## config.mk

```make
export PLATFORM = sky130hd
export DESIGN_NAME = stream_demux_n
export DESIGN_NICKNAME = d
export VERILOG_FILES = /design/src/rtl/stream_demux_pkg.sv /design/src/rtl/stream_demux_chan.sv /design/src/rtl/stream_demux_n.sv
export SDC_FILE = /design/constraint.sdc
export NUM_CORES = 1
export LEC_CHECK = 0
export CAP_MARGIN = 20
export CORE_ASPECT_RATIO = 0.6
export CORE_MARGIN = 3
export CORE_UTILIZATION = 35
export CTS_CLUSTER_SIZE = 28
export DETAILED_ROUTE_END_ITERATION = 16
export PLACE_DENSITY = 0.69
export RECOVER_POWER = 50
export SKIP_CTS_REPAIR_TIMING = 1
export SLEW_MARGIN = 20
export SYNTH_ARGS = -nofsm -noshare
export SYNTH_HDL_FRONTEND = slang
export SYNTH_SLANG_ARGS = --single-unit
```

## constraint.sdc

```tcl
create_clock -name clk -period 1.08 [get_ports clk]
set_input_delay 0.108 -clock clk [delete_from_list [all_inputs] [get_ports clk]]
set_output_delay 0.108 -clock clk [all_outputs]
set_load 0.03 [all_outputs]
```

## src/rtl/stream_demux_pkg.sv

```systemverilog
// rtl/stream_demux_pkg.sv - shared constants and helpers for the stream_demux_n family
// Optional feature macro: STREAM_DEMUX_CNT_EN (per-channel transfer counters)
package stream_demux_pkg;

  // Width of each per-channel completed-transfer counter.
  localparam int CNT_W = 8;

  // Default payload width and channel count for the top level.
  localparam int DEFAULT_DATA_W = 8;
  localparam int DEFAULT_N_CH   = 4;

  // Select width: max(1, clog2(n)). A single-channel build still needs a 1-bit select.
  function automatic int sel_width(input int n);
    int w;
    w = 1;
    while ((1 << w) < n) begin
      w = w + 1;
    end
    return w;
  endfunction

endpackage

```

## src/rtl/stream_demux_chan.sv

```systemverilog
// rtl/stream_demux_chan.sv - one-entry holding register for a single demux output channel
// Optional feature macro: STREAM_DEMUX_CNT_EN (adds the count output)
module stream_demux_chan
  import stream_demux_pkg::*;
#(
  parameter int DATA_W = DEFAULT_DATA_W
) (
  input  logic              clk,
  input  logic              rst,
  input  logic              load,
  input  logic [DATA_W-1:0] load_data,
  input  logic              ready,
  output logic              valid,
  output logic [DATA_W-1:0] data
`ifdef STREAM_DEMUX_CNT_EN
  ,
  output logic [CNT_W-1:0]  count
`endif
);

  // A word leaves the channel when it is presented and the consumer takes it.
  logic drain;
  assign drain = valid & ready;

  // Load beats drain so a simultaneous drain+load keeps one word per cycle;
  // an empty channel always shows zero data.
  always_ff @(posedge clk) begin
    if (rst) begin
      valid <= 1'b0;
      data  <= '0;
    end else if (load) begin
      valid <= 1'b1;
      data  <= load_data;
    end else if (drain) begin
      valid <= 1'b0;
      data  <= '0;
    end
  end

`ifdef STREAM_DEMUX_CNT_EN
  // Count completed output transfers; the counter wraps naturally at 2**CNT_W.
  always_ff @(posedge clk) begin
    if (rst) begin
      count <= '0;
    end else if (drain) begin
      count <= count + 1'b1;
    end
  end
`endif

endmodule

```

## src/rtl/stream_demux_n.sv

```systemverilog
// rtl/stream_demux_n.sv - registered 1:N valid/ready stream demultiplexer
// Optional feature macro: STREAM_DEMUX_CNT_EN (adds ch_count output)
module stream_demux_n
  import stream_demux_pkg::*;
#(
  parameter int DATA_W = DEFAULT_DATA_W,
  parameter int N_CH   = DEFAULT_N_CH
) (
  input  logic                     clk,
  input  logic                     rst,
  input  logic                     en,
  input  logic                     in_valid,
  output logic                     in_ready,
  input  logic [sel_width(N_CH)-1:0] in_sel,
  input  logic [DATA_W-1:0]        in_data,
  output logic [N_CH-1:0]          out_valid,
  input  logic [N_CH-1:0]          out_ready,
  output logic [N_CH*DATA_W-1:0]   out_data,
  output logic                     sel_err
`ifdef STREAM_DEMUX_CNT_EN
  ,
  output logic [N_CH*CNT_W-1:0]    ch_count
`endif
);

  localparam int SEL_W = sel_width(N_CH);

  // N_CH expressed one bit wider than the select so the range test never truncates.
  localparam logic [SEL_W:0] N_CH_L = (SEL_W + 1)'(N_CH);

  logic            in_range;
  logic            sel_busy;
  logic            accept;
  logic [N_CH-1:0] load;

  assign in_range = ({1'b0, in_sel} < N_CH_L);

  // The selected channel blocks input only when it holds a word its consumer is not taking.
  // Out-of-range selects match no channel, so they are never blocked.
  always_comb begin
    sel_busy = 1'b0;
    for (int k = 0; k < N_CH; k++) begin
      if (in_sel == SEL_W'(k)) begin
        sel_busy = out_valid[k] & ~out_ready[k];
      end
    end
  end

  assign in_ready = en & ~sel_busy;
  assign accept   = in_valid & in_ready;

  // One-hot load strobe toward the addressed channel; out-of-range accepts load nothing.
  always_comb begin
    load = '0;
    for (int k = 0; k < N_CH; k++) begin
      load[k] = accept & (in_sel == SEL_W'(k));
    end
  end

  // Sticky record that an accepted transfer was dropped for lack of a channel.
  always_ff @(posedge clk) begin
    if (rst) begin
      sel_err <= 1'b0;
    end else if (accept & ~in_range) begin
      sel_err <= 1'b1;
    end
  end

  for (genvar k = 0; k < N_CH; k++) begin : g_chan
    stream_demux_chan #(
      .DATA_W (DATA_W)
    ) u_chan (
      .clk       (clk),
      .rst       (rst),
      .load      (load[k]),
      .load_data (in_data),
      .ready     (out_ready[k]),
      .valid     (out_valid[k]),
      .data      (out_data[k*DATA_W +: DATA_W])
`ifdef STREAM_DEMUX_CNT_EN
      ,
      .count     (ch_count[k*CNT_W +: CNT_W])
`endif
    );
  end

endmodule
```

==> results by group <==
Run status
  • Outcome: finished, violations left
  • Failing checks: negative setup slack

Logic synthesis
  • FFs w/ async S/R, synth: 0%
  • Synth warnings: 0
  • Commonest cells post-synth: dfxtp_1, mux2i_1, nand2_1
  • Number of enable flip-flop cells after synthesis: 0
  • #FFs+latches synth: 36
  • Yosys top cell by area: dfxtp_1
  • Synth area leaders: dfxtp_1, mux2i_1, nand2_1
  • Ys flop type: dfxtp_1
  • Synth top area share: approximately 50%
  • Syn_nets: 161
  • Synthesized area per cell: 10.2 um^2
  • Sequential-to-total area share from yosys stat: around half
  • Cells after Synth: 143
  • Count leader, synth: dfxtp_1
  • Synthesized area: 0.00146 mm^2
  • Post-synth cell types: 19

Power
  • Power per Cell Area: 1340 mW/mm^2
  • PnR Total Power: approximately 2.9 mW
  • Pleak: 1.02 nW
  • Peak VDD IR: 0.000579 V

CTS
  • Clock sink total: 36
  • Max Root-Sink Buffers: 2
  • Clock buffer count from CTS: 5
  • CTS tree: built
  • CTS clk-pin slew, worst paths: 80 ps
  • Clk_lat worst skew: 290 ps
  • Clock Tree Root: clkbuf_8
  • H-tree levels: 2

STA
  • Final Hold Fails: 0
  • FMAX: between 0.6 and 0.7 GHz
  • Post-route setup slack: -404 ps
  • Post-layout min period: 1480 ps
  • Setup TNS: -796 ps
  • # setup viols final: 19
  • Final Slew Violations: 0
  • Period utilization: 137%
  • Setup Skew: roughly 14 ps
  • RSZ-0062 raised after global routing: true

Finish
  • Final net count: 229
  • Layout cell share with drive strength beyond 1: around 37%
  • Area Overhead vs Synth: 49.7%
  • Antenna diodes: 0

Placement
  • Routability Congestion: between 0.7 and 0.8
  • Port bufs: 54
  • DPL Wire Length: approximately 3100 um

Worst setup path
  • Slowest stage cell, crit path: a221o_2
  • Largest stage delay, worst path: 370 ps
  • Setup CP Type: register to primary output
  • Crit end category: primary output
  • Critical path peak fanout: 3
  • Startpoint type of the worst setup path: register
  • Req. time, crit path: 970 ps
  • CP arrival: 1380 ps
  • Crit path cell chain: nor2b_4 > a221o_2 > a21oi_4 > buf_6

Drt
  • # DRC: 0
  • DR iter-0 viols: 48
  • DR WL/cell: 15.7 um
  • Vias/cell: 4.83
  • Via count: 1251
  • WL final: 4080 um
  • Final ANT Viol Nets: 0
  • First-pass DRT Iterations: 4

Die
  • Ports: 56
  • Chip width: 89.4 um
  • CORE AREA: 0.00383 mm^2
  • Die height: 56.1 um
  • FP Rows: 17
  • Initial Util: 38.2%
  • DIE AREA: 0.00501 mm^2

Global routing
  • Overall Global Routing Usage: around 16%
  • Antenna violations before repair: 0
  • Global-route wire length before repair: around 6000 um
  • Overflow after GRT: 0
  • Largest net degree at the start of global routing: 13
  • Vias in the first global route: 1238

Run
  • Maximum capacitance violations: 0

Worst hold path
  • Worst Hold Class: input pin to register
-- path summary, 6_finish.rpt --
path / slack, ps / depth (start not counted) / from / to
hold / removal: 180 / 3 / out_ready[1] / g_chan[1].u_chan.valid$_SDFFE_PP0P_
hold reg to reg: 460 / 2 / g_chan[2].u_chan.data[5]$_SDFFE_PP0P_ / g_chan[2].u_chan.data[5]$_SDFFE_PP0P_
setup / recovery: -400 / 4 / g_chan[0].u_chan.valid$_SDFFE_PP0P_ / in_ready
setup reg to reg: -60 / 4 / g_chan[0].u_chan.valid$_SDFFE_PP0P_ / g_chan[0].u_chan.valid$_SDFFE_PP0P_
-- metrics by stage --
stage	cells	area [um^2]	hold slack [ps]	setup slack [ps]	util (%)
3_5_place_dp	250	2060	448	-445	53.7
4_1_cts	258	2170	466	-441	56.6
3_3_place_gp	250	2060	445	-402	53.7
5_1_grt	259	2190	191	-452	57.2
2_1_floorplan	143	1480	282	-35.6	-
6_report	259	2190	183	-404	57.2
-- per-layer routing --
| metal | GRT usage (%) | up-vias | share of wire, % |
|---|---|---|---|
| met5 | 0 | - | 0 |
| met4 | 5.10 | 0 | 0.76 |
| met3 | 6.36 | 4 | 7.9 |
| met2 | 22.6 | 47 | 42 |
| met1 | 22.1 | 588 | 50 |
| li1 | - | 612 | - |
-- cells by family (layout without fill, tap and decap cells) --
family                 after synthesis  count (layout)  share of synthesized area [%]
muxes                               33              33                           22.6
other                                1               1                          0.257
DFF                                 36              36                           49.3
AOI/OAI and AO/OA                   10              10                           4.54
buffers and inverters               11              80                           5.65
and+or+nand+nor                     52              52                           17.6
-- area by class of cell --
| cell class | instances | area [um^2] |
|---|---|---|
| Clock buffer | 5 | 68.8 |
| Clock inverter | 3 | 42.5 |
| Fill cell | 334 | 1640 |
| Inverter | 1 | 3.75 |
| Multi-Input combinational cell | 96 | 718 |
| Sequential cell | 36 | 723 |
| Tap cell | 47 | 58.8 |
| Timing Repair Buffer | 71 | 573 |
-- flip-flops by register name, summed over array words and instances, names as in the netlist --
signal and flops:
g_chan.u_chan.data 32, g_chan.u_chan.valid 4
-- critical path, delay by kind of cell, from the launching register on --
kind / cells / cell delay [ps]
AO/OA/AOI/OAI: 2 / 490
buffers and inverters: 1 / 140
flip-flops: 1 / 320
AND/OR/NAND/NOR: 1 / 130
-- power by group --
part | internal [mW] | switching [mW]
clock network | 0.683 | 0.496
logic | 0.173 | 0.199
registers | 1.36 | 0.0179
total | 2.21 | 0.713
-- layout by cell type (no fill, tap or decap), types with 4 or more instances in the layout --
master	count
buf_4	26
buf_6	4
clkbuf_2	22
clkbuf_8	5
clkdlybuf4s50_1	12
dfxtp_1	34
dlymetal6s2s_1	5
mux2i_1	33
nand2_1	32
nand2b_1	8
Power figures use the tool's default switching activity.
